[config.mk]
export PLATFORM = sky130hd
export DESIGN_NAME = systolic_tile
export DESIGN_NICKNAME = d
export VERILOG_FILES = /design/src/rtl/systolic_tile.sv
export SDC_FILE = /design/constraint.sdc
export NUM_CORES = 2
export LEC_CHECK = 0
export BUFFER_PORTS_ARGS = -buffer_cell sky130_fd_sc_hd__buf_4
export CAP_MARGIN = 10
export CORE_ASPECT_RATIO = 1.75
export CORE_MARGIN = 1
export CORE_UTILIZATION = 52
export CTS_BUF_LIST = sky130_fd_sc_hd__clkbuf_8
export DETAILED_ROUTE_END_ITERATION = 12
export GPL_ROUTABILITY_DRIVEN = 0
export GPL_TIMING_DRIVEN = 1
export HOLD_SLACK_MARGIN = 0.05
export PLACE_DENSITY = 0.71
export SLEW_MARGIN = 15
export SYNTH_ARGS = -nofsm -noshare
export SYNTH_HDL_FRONTEND = slang
export SYNTH_SLANG_ARGS = --single-unit
export TNS_END_PERCENT = 5
[constraint.sdc]
create_clock -name clk -period 5.85 [get_ports clk]
set_clock_uncertainty 0.15 [all_clocks]
set_input_delay 0.2925 -clock clk [delete_from_list [all_inputs] [get_ports clk]]
set_output_delay 0.2925 -clock clk [all_outputs]
set_load 0.01 [all_outputs]
[src/rtl/systolic_tile.sv]
// Output-stationary ROWS x COLS systolic MAC tile with its own job controller:
// skewed operand entry, K-beat feed, flush, and a row-by-row valid/ready result drain.
module systolic_tile #(
    parameter int ROWS       = 4,
    parameter int COLS       = 4,
    parameter int DATA_WIDTH = 8,
    parameter int ACC_WIDTH  = 20,
    parameter int K_WIDTH    = 8,
    parameter int SIGNED     = 1
) (
    input  logic                                      clk,
    input  logic                                      rst_n,
    input  logic                                      start,
    input  logic [K_WIDTH-1:0]                        k_len,
    input  logic                                      in_valid,
    output logic                                      in_ready,
    input  logic [ROWS*DATA_WIDTH-1:0]                a_in,
    input  logic [COLS*DATA_WIDTH-1:0]                b_in,
    output logic                                      out_valid,
    input  logic                                      out_ready,
    output logic [((ROWS > 1) ? $clog2(ROWS) : 1)-1:0] out_row,
    output logic [COLS*ACC_WIDTH-1:0]                 out_data,
    output logic                                      busy,
    output logic                                      done
);
    localparam int DW = DATA_WIDTH;
    localparam int AW = ACC_WIDTH;
    localparam int PW = 2 * DATA_WIDTH;
    localparam int EW = (AW > PW) ? AW : PW;
    localparam int RW = (ROWS > 1) ? $clog2(ROWS) : 1;
    localparam int FW = $clog2(ROWS + COLS + 1);

    typedef enum logic [2:0] {IDLE, CLEAR, FEED, FLUSH, DRAIN} state_t;

    state_t               state;
    logic [K_WIDTH-1:0]   k_reg;
    logic [K_WIDTH-1:0]   beat_cnt;
    logic [FW-1:0]        flush_cnt;
    logic                 beat;
    logic                 acc_clear;
    logic                 acc_en;

    logic [ROWS-1:0][DW-1:0]            a_edge;
    logic [COLS-1:0][DW-1:0]            b_edge;
    logic [ROWS-1:0][COLS-1:0][DW-1:0]  a_pe;
    logic [ROWS-1:0][COLS-1:0][DW-1:0]  b_pe;
    logic [ROWS-1:0][COLS-1:0][AW-1:0]  acc;

    // Full-width product, extended per SIGNED, then added modulo 2^AW.
    function automatic logic [AW-1:0] mac(input logic [AW-1:0] acc_v,
                                          input logic [DW-1:0] a, input logic [DW-1:0] b);
        logic [PW-1:0] ax, bx, p;
        if (SIGNED != 0) begin
            ax = PW'($signed(a));
            bx = PW'($signed(b));
            p  = ax * bx;
            return acc_v + AW'(EW'($signed(p)));
        end else begin
            ax = PW'(a);
            bx = PW'(b);
            p  = ax * bx;
            return acc_v + AW'(EW'(p));
        end
    endfunction

    assign beat      = in_valid && in_ready;
    assign acc_clear = (state == CLEAR);
    assign acc_en    = (state == FEED) || (state == FLUSH);

    always_ff @(posedge clk or negedge rst_n) begin
        if (!rst_n) begin
            state     <= IDLE;
            k_reg     <= '0;
            beat_cnt  <= '0;
            flush_cnt <= '0;
            in_ready  <= 1'b0;
            out_valid <= 1'b0;
            out_row   <= '0;
            busy      <= 1'b0;
            done      <= 1'b0;
        end else begin
            done <= 1'b0;
            case (state)
                IDLE: begin
                    // The done cycle still belongs to the finishing job, so start is ignored there.
                    busy <= start && !done;
                    if (start && !done) begin
                        k_reg <= k_len;
                        state <= CLEAR;
                    end
                end
                CLEAR: begin
                    beat_cnt  <= '0;
                    flush_cnt <= '0;
                    if (k_reg == '0) begin
                        state <= FLUSH;
                    end else begin
                        state    <= FEED;
                        in_ready <= 1'b1;
                    end
                end
                FEED: begin
                    if (in_valid) begin
                        beat_cnt <= beat_cnt + K_WIDTH'(1);
                        if (beat_cnt == k_reg - K_WIDTH'(1)) begin
                            in_ready <= 1'b0;
                            state    <= FLUSH;
                        end
                    end
                end
                FLUSH: begin
                    flush_cnt <= flush_cnt + FW'(1);
                    if (flush_cnt == FW'(ROWS + COLS - 1)) begin
                        state     <= DRAIN;
                        out_valid <= 1'b1;
                        out_row   <= '0;
                    end
                end
                DRAIN: begin
                    if (out_ready) begin
                        if (out_row == RW'(ROWS - 1)) begin
                            out_valid <= 1'b0;
                            out_row   <= '0;
                            done      <= 1'b1;
                            state     <= IDLE;
                        end else begin
                            out_row <= out_row + RW'(1);
                        end
                    end
                end
                default: state <= IDLE;
            endcase
        end
    end

    // Skew stage: row r / column c enter the array r / c cycles late; non-beats inject zeros.
    for (genvar r = 0; r < ROWS; r++) begin : g_askew
        logic [DW-1:0] a_beat;
        assign a_beat = beat ? a_in[r*DW +: DW] : '0;
        if (r == 0) begin : g_direct
            assign a_edge[r] = a_beat;
        end else begin : g_sr
            logic [DW-1:0] sr [r];
            always_ff @(posedge clk or negedge rst_n) begin
                if (!rst_n) begin
                    for (int i = 0; i < r; i++) sr[i] <= '0;
                end else begin
                    sr[0] <= a_beat;
                    for (int i = 1; i < r; i++) sr[i] <= sr[i-1];
                end
            end
            assign a_edge[r] = sr[r-1];
        end
    end

    for (genvar c = 0; c < COLS; c++) begin : g_bskew
        logic [DW-1:0] b_beat;
        assign b_beat = beat ? b_in[c*DW +: DW] : '0;
        if (c == 0) begin : g_direct
            assign b_edge[c] = b_beat;
        end else begin : g_sr
            logic [DW-1:0] sr [c];
            always_ff @(posedge clk or negedge rst_n) begin
                if (!rst_n) begin
                    for (int i = 0; i < c; i++) sr[i] <= '0;
                end else begin
                    sr[0] <= b_beat;
                    for (int i = 1; i < c; i++) sr[i] <= sr[i-1];
                end
            end
            assign b_edge[c] = sr[c-1];
        end
    end

    // PE stage: operands registered once per PE, a flows right, b flows down.
    for (genvar r = 0; r < ROWS; r++) begin : g_row
        for (genvar c = 0; c < COLS; c++) begin : g_pe
            logic [DW-1:0] a_left, b_up, a_q, b_q;
            logic [AW-1:0] acc_q;
            if (c == 0) begin : g_al
                assign a_left = a_edge[r];
            end else begin : g_ai
                assign a_left = a_pe[r][c-1];
            end
            if (r == 0) begin : g_bt
                assign b_up = b_edge[c];
            end else begin : g_bi
                assign b_up = b_pe[r-1][c];
            end
            always_ff @(posedge clk or negedge rst_n) begin
                if (!rst_n) begin
                    a_q   <= '0;
                    b_q   <= '0;
                    acc_q <= '0;
                end else begin
                    a_q <= a_left;
                    b_q <= b_up;
                    if (acc_clear)   acc_q <= '0;
                    else if (acc_en) acc_q <= mac(acc_q, a_q, b_q);
                end
            end
            assign a_pe[r][c] = a_q;
            assign b_pe[r][c] = b_q;
            assign acc[r][c]  = acc_q;
        end
    end

    // Drain stage: accumulators are frozen outside FEED/FLUSH, so the selected row is stable.
    always_comb begin
        out_data = '0;
        if (out_valid) begin
            for (int c = 0; c < COLS; c++) out_data[c*AW +: AW] = acc[out_row][c];
        end
    end

endmodule

---- After elaboration in Yosys (flattened, before gate mapping) ----
Index checks and enable logic that the tools add are counted.
storage, ports and cells
  register bits ........................... 701
  word-level logic and storage cells ...... 205
  input port bits ......................... 77
  output and inout bits ................... 86
cells by class
  multiply operators ...................... 16
  equal/unequal tests ..................... 14
  magnitude comparators ................... 1
  muxes and demuxes ....................... 69
  reductions and logical operators ........ 16
  $add $sub $neg .......................... 20
operators by type and width
  cell                 count
  $mux 20              32
  $add 20x20->20       16
  $mul 8x8->16         16
  $bmux 80 s2          1
  $mux 80              2
  $mux 8               9
  $mux 3               6
  $pmux 8 s2           1
  $pmux 3 s5           1
  $mux 1               10
  $ne 2x2->1 const B   5
  $add 8x1->8 const B  1
  $eq 8x8->1           1
  $logic_not 8->1      1
  $pmux 4 s2           1
  $reduce_and 4->1     2
  $reduce_bool 2->1    4
  $sub 8x1->8 const B  1
  $eq 3x2->1 const B   2
  $mux 2               3
  $reduce_and 6->1     1
  $add 4x1->4 const B  1
  $eq 4x3->1 const B   1
  $ne 2x1->1 const B   2
  13 further kinds     16

---- Longest topological paths before layout ----
  depth in word-level cells ............... 5
  depth in mapped cells ................... 28
  gate-level depth less buffers ........... 28

---- Least setup slack after synthesis ----
Ideal clock, no wire load.
  path type ............................... flip-flop to flip-flop
  start point ............................. reg g_row[1].g_pe[3].a_q[5]
  end point ............................... reg g_row[1].g_pe[3].acc_q[19]
  path slack .............................. -166 ps
  arrival time ............................ 5,738 ps
  clock period less this slack ............ 6,016 ps
  path buffers ............................ 0
  setup time .............................. 128 ps
  required time ........................... 5,572 ps
  cell stages (with the launch flop) ...... 25
  cells stage by stage .................... dfrtp_1 and2_1 fa_1 inv_1 fa_1 inv_1 fa_1 inv_1 fa_1 inv_1 ha_1 o21ai_0 nor2_1 o41ai_2 o21ai_1 o41a_1 xnor2_1 ha_1 and2_1 and3_1 a221oi_1 o21ai_1 xnor2_1 a21oi_1 o22ai_1
between the ends
  word-level cells in the longest chain between the ends .. 4
RTL lines
  element                 line  text
  start, declared         178   logic [DW-1:0] a_left, b_up, a_q, b_q;
  start signal, assigned  196   a_q <= a_left;
  $mul 8x8->16            56    p = ax * bx;
  $add 20x20->20          57    return acc_v + AW'(EW'($signed(p)));
  $mux 20                 199   else if (acc_en) acc_q <= mac(acc_q, a_q, b_q);
  $mux 20                 198   if (acc_clear) acc_q <= '0;
  end signal, assigned    199
  end, declared           179   logic [AW-1:0] acc_q;
Every way passes these cells. The select of a mux whose other input is x is not followed.
A chain may end at the register's enable or synchronous reset.

---- Worst setup path after layout ----
  start point ............................. reg g_row[3].g_pe[1].b_q[1]
  end point ............................... reg g_row[3].g_pe[1].acc_q[19]
between the ends
  word-level cells in the longest chain between the ends .. 4
RTL lines
  element                 line  text
  start, declared         178
  start signal, assigned  197   b_q <= b_up;
  $mul 8x8->16            56
  $add 20x20->20          57
  $mux 20                 199
  $mux 20                 198
  end signal, assigned    199
  end, declared           179
Every way passes these cells. The select of a mux whose other input is x is not followed.

==> results.yml <==
die:
  core_area_um2: 148000
  die_height_um: 513
  die_area_um2: 151000
  ios: 163
  start_util: 0.523
  die_x_um: 294
  rows: 187
power_and_ir_drop:
  seqPwrFrac: 0.147
  clkPwrFrac: 0.080
  p_sw_mw: 30.4
  power_frac_comb: 0.773
  p_per_area_nw_per_um2: 682
  p_int_mw: 34.5
  ir_worst_vdd_mv: 0.705
  leakage_nw: 47.9
  p_sw_frac: 0.468
place:
  placed_cell_area_um2: 88600
  io_buffer_count: 162
  dp_hpwl_um: 176000
clock_tree:
  cts_root_buffer: "clkbuf_8"
  cts.sinks: 701
  cts_buffers: 115
  cts_tree: "yes"
  clk_path_buf_depth: 3
  clk_latency_ns: 0.90
  clk_pin_slew_ns: 0.07
  htreeDepth: 3
run:
  drv_cap: 0
critical_path:
  ff2ff_setup_slack_ns: -0.47
  critPathSlowestCell: "fa_1"
  path_class: "register to register"
  worst_setup_path_start_kind: "register"
  crit_end: "g_row[3].g_pe[1].acc_q[19]"
  startpoint: "g_row[3].g_pe[1].b_q[1]"
  max_stage_delay_ns: 0.60
  cp_data_arrival_time_ns: 6.97
  r2r_start: "g_row[3].g_pe[1].b_q[1]"
  crit_required_ns: 6.50
  crit_path_end_kind: "register"
  regToRegEndpoint: "g_row[3].g_pe[1].acc_q[19]"
  crit_fanout: 5
  r2r_cells: 25
sta:
  drv_slew: 0
  fin_crit_sh: 1.08
  rsz0062_at_grt: "true"
  finalSetupViolations: 58
  relSlewSlack: 0.292
  tightestPinTransition_ns: 1.06
  finalCriticalPeriod_ns: 6.32
  max_freq_ghz: 0.158
  tns_ns: -12.01
  final_hold_viol_count: 0
  layout_setup_ws_ns: -0.474
synthesis:
  synth-async-reset-ratio: 1.00
  synth_warnings: 0
  ys.flop_type: "dfrtp_1"
  synth_seq_cells: 701
  syn_area_per_cell_um2: 9.59
  yosysUniqueCellTypes: 80
  synth_seq_area_share: 0.226
  synth_fp_nets: 9852
  netlist_instances: 8091
  synth_edf_count: 0
  synthesis.area_um2: 77600
cells_and_area:
  area_delta_synth_final_pct: 22.7
  final_cell_mix: "inv_1, buf_4, fa_1"
  final_common_cell: "inv_1"
  final_nets: 11225
  regArea_um2: 17600
  multiInputGateArea_um2: 55700
  layout-drive-gt1-share: 0.203
  regMostFlops: "g_row.g_pe.acc_q"
  final_design_area_no_fill_um2: 95200
  largestRegisters: "g_row.g_pe.acc_q: 320 flops, g_row.g_pe.a_q: 128 flops, g_row.g_pe.b_q: 128 flops"
  largest_register_ffs: 320
  final.fill_count: 11837
drt:
  first_pass_iters: 7
  route.detailed.drc: 0
  postRouteAntennaNets: 0
  drt-total-wl_um: 224000
  post_drt_via_cell_ratio: 5.43
  wl_per_cell_um: 19.4
  drt_iter0_markers: 2957
  routed-via-count: 62708
global_route:
  grt_pass1_wl_um: 356000
  antenna_found_initial: 12
  grt_pass1_vias: 69064
  grt-ovfl-total: 0
  grt_max_degree: 154
  grt_usage: 0.303
min_path:
  hp-class: "primary input to register"
run_status:
  violations: "negative setup slack"
  outcome: "finished with violations"
## per-stage QoR
stage                util  worst slack, ns  hold slack (ns)  cells  power, mW
floorplan               -          -0.0767           -0.153   8091       39.1
global placement    0.597           -0.719            0.182  11120       54.0
detailed placement  0.597           -0.800            0.185  11120       55.8
CTS                 0.633           -0.378           0.0508  11523       62.8
global route        0.642           -0.659           0.0931  11548       70.6
finish              0.642           -0.474           0.0951  11553       64.9
## cells by family after synthesis
family          Yosys count  synth area share
compound gates         1286             0.106
buf+inv                1620            0.0784
mux                     104            0.0266
fa+ha+maj              1685             0.358
xor+xnor                527            0.0597
flops                   701             0.226
simple gates           2168             0.146
## worst min-delay path by stage
stage / start / endpoint / cells after the start
floorplan: rst_n / beat_cnt[0] / 0
global placement: g_row[0].g_pe[2].b_up[6] / g_row[0].g_pe[2].b_q[6] / 0
detailed placement: g_bskew[1].g_sr.sr[0] / g_row[0].g_pe[1].b_q[0] / 0
CTS: b_in[30] / g_bskew[3].g_sr.sr[22] / 3
global route: b_in[30] / g_bskew[3].g_sr.sr[22] / 3
finish: a_in[7] / g_row[0].g_pe[0].a_q[7] / 3
## power by group through the flow
stage,clock [mW],combinational (mW),sequential [mW]
2_1_floorplan,0,30.8,8.26
3_3_place_gp,0,44.6,9.44
3_5_place_dp,0,46.3,9.50
4_1_cts,5.29,48.1,9.44
5_1_grt,5.50,55.5,9.63
6_report,5.18,50.2,9.55
## critical path, delay by kind of cell, from the launching register on
| family | cells | cell delay, ns |
|---|---|---|
| adder cells (fa/ha/maj) | 6 | 2.67 |
| AO/OA/AOI/OAI | 8 | 1.73 |
| buffers and inverters | 6 | 0.61 |
| flip-flops | 1 | 0.43 |
| XOR/XNOR | 2 | 0.36 |
| AND/OR/NAND/NOR | 3 | 0.30 |
## Yosys cell counts (all sizes together) (105+ instances only)
cell,instances,area (µm²)
and2,784,4900
a21o,107,803
a21oi,316,1580
inv,1497,5620
ha,788,9860
dfrtp,701,17500
xnor2,348,3060
o21ai,426,2130
nor2b,136,851
nor2,249,935
fa,896,17900
clkbuf,105,394
xor2,179,1570
nand2,592,2220
## layout make-up
type | instances | area share
repair buffers | 1379 | 0.116
well taps | 1984 | 0.0261
flip-flops and latches | 701 | 0.185
inverters | 1497 | 0.0590
multi-input cells | 5770 | 0.586
clock inverters | 79 | 0.00873
diodes | 8 | 0.000210
clock buffers | 135 | 0.0195
## repair_timing
action / in CTS / in global routing
resized for setup: 180 / 269
setup endpoints to repair: 76 / 118
hold endpoints to repair: 409 / 0
pin swaps: 126 / 137
hold buffers: 163 / 0
setup buffers: 28 / 22
## metal layers
layer  routed length (µm)  track usage  vias to the layer above  part of all wire
li1                     -            -                    28820                 -
met1                76500        0.308                    31351              0.34
met2               119000        0.556                     1707              0.53
met3                 8560       0.0371                      826             0.038
met4                20500        0.240                        4             0.091
met5                   13            0                        -          0.000058
Power figures use the tool's default switching activity.
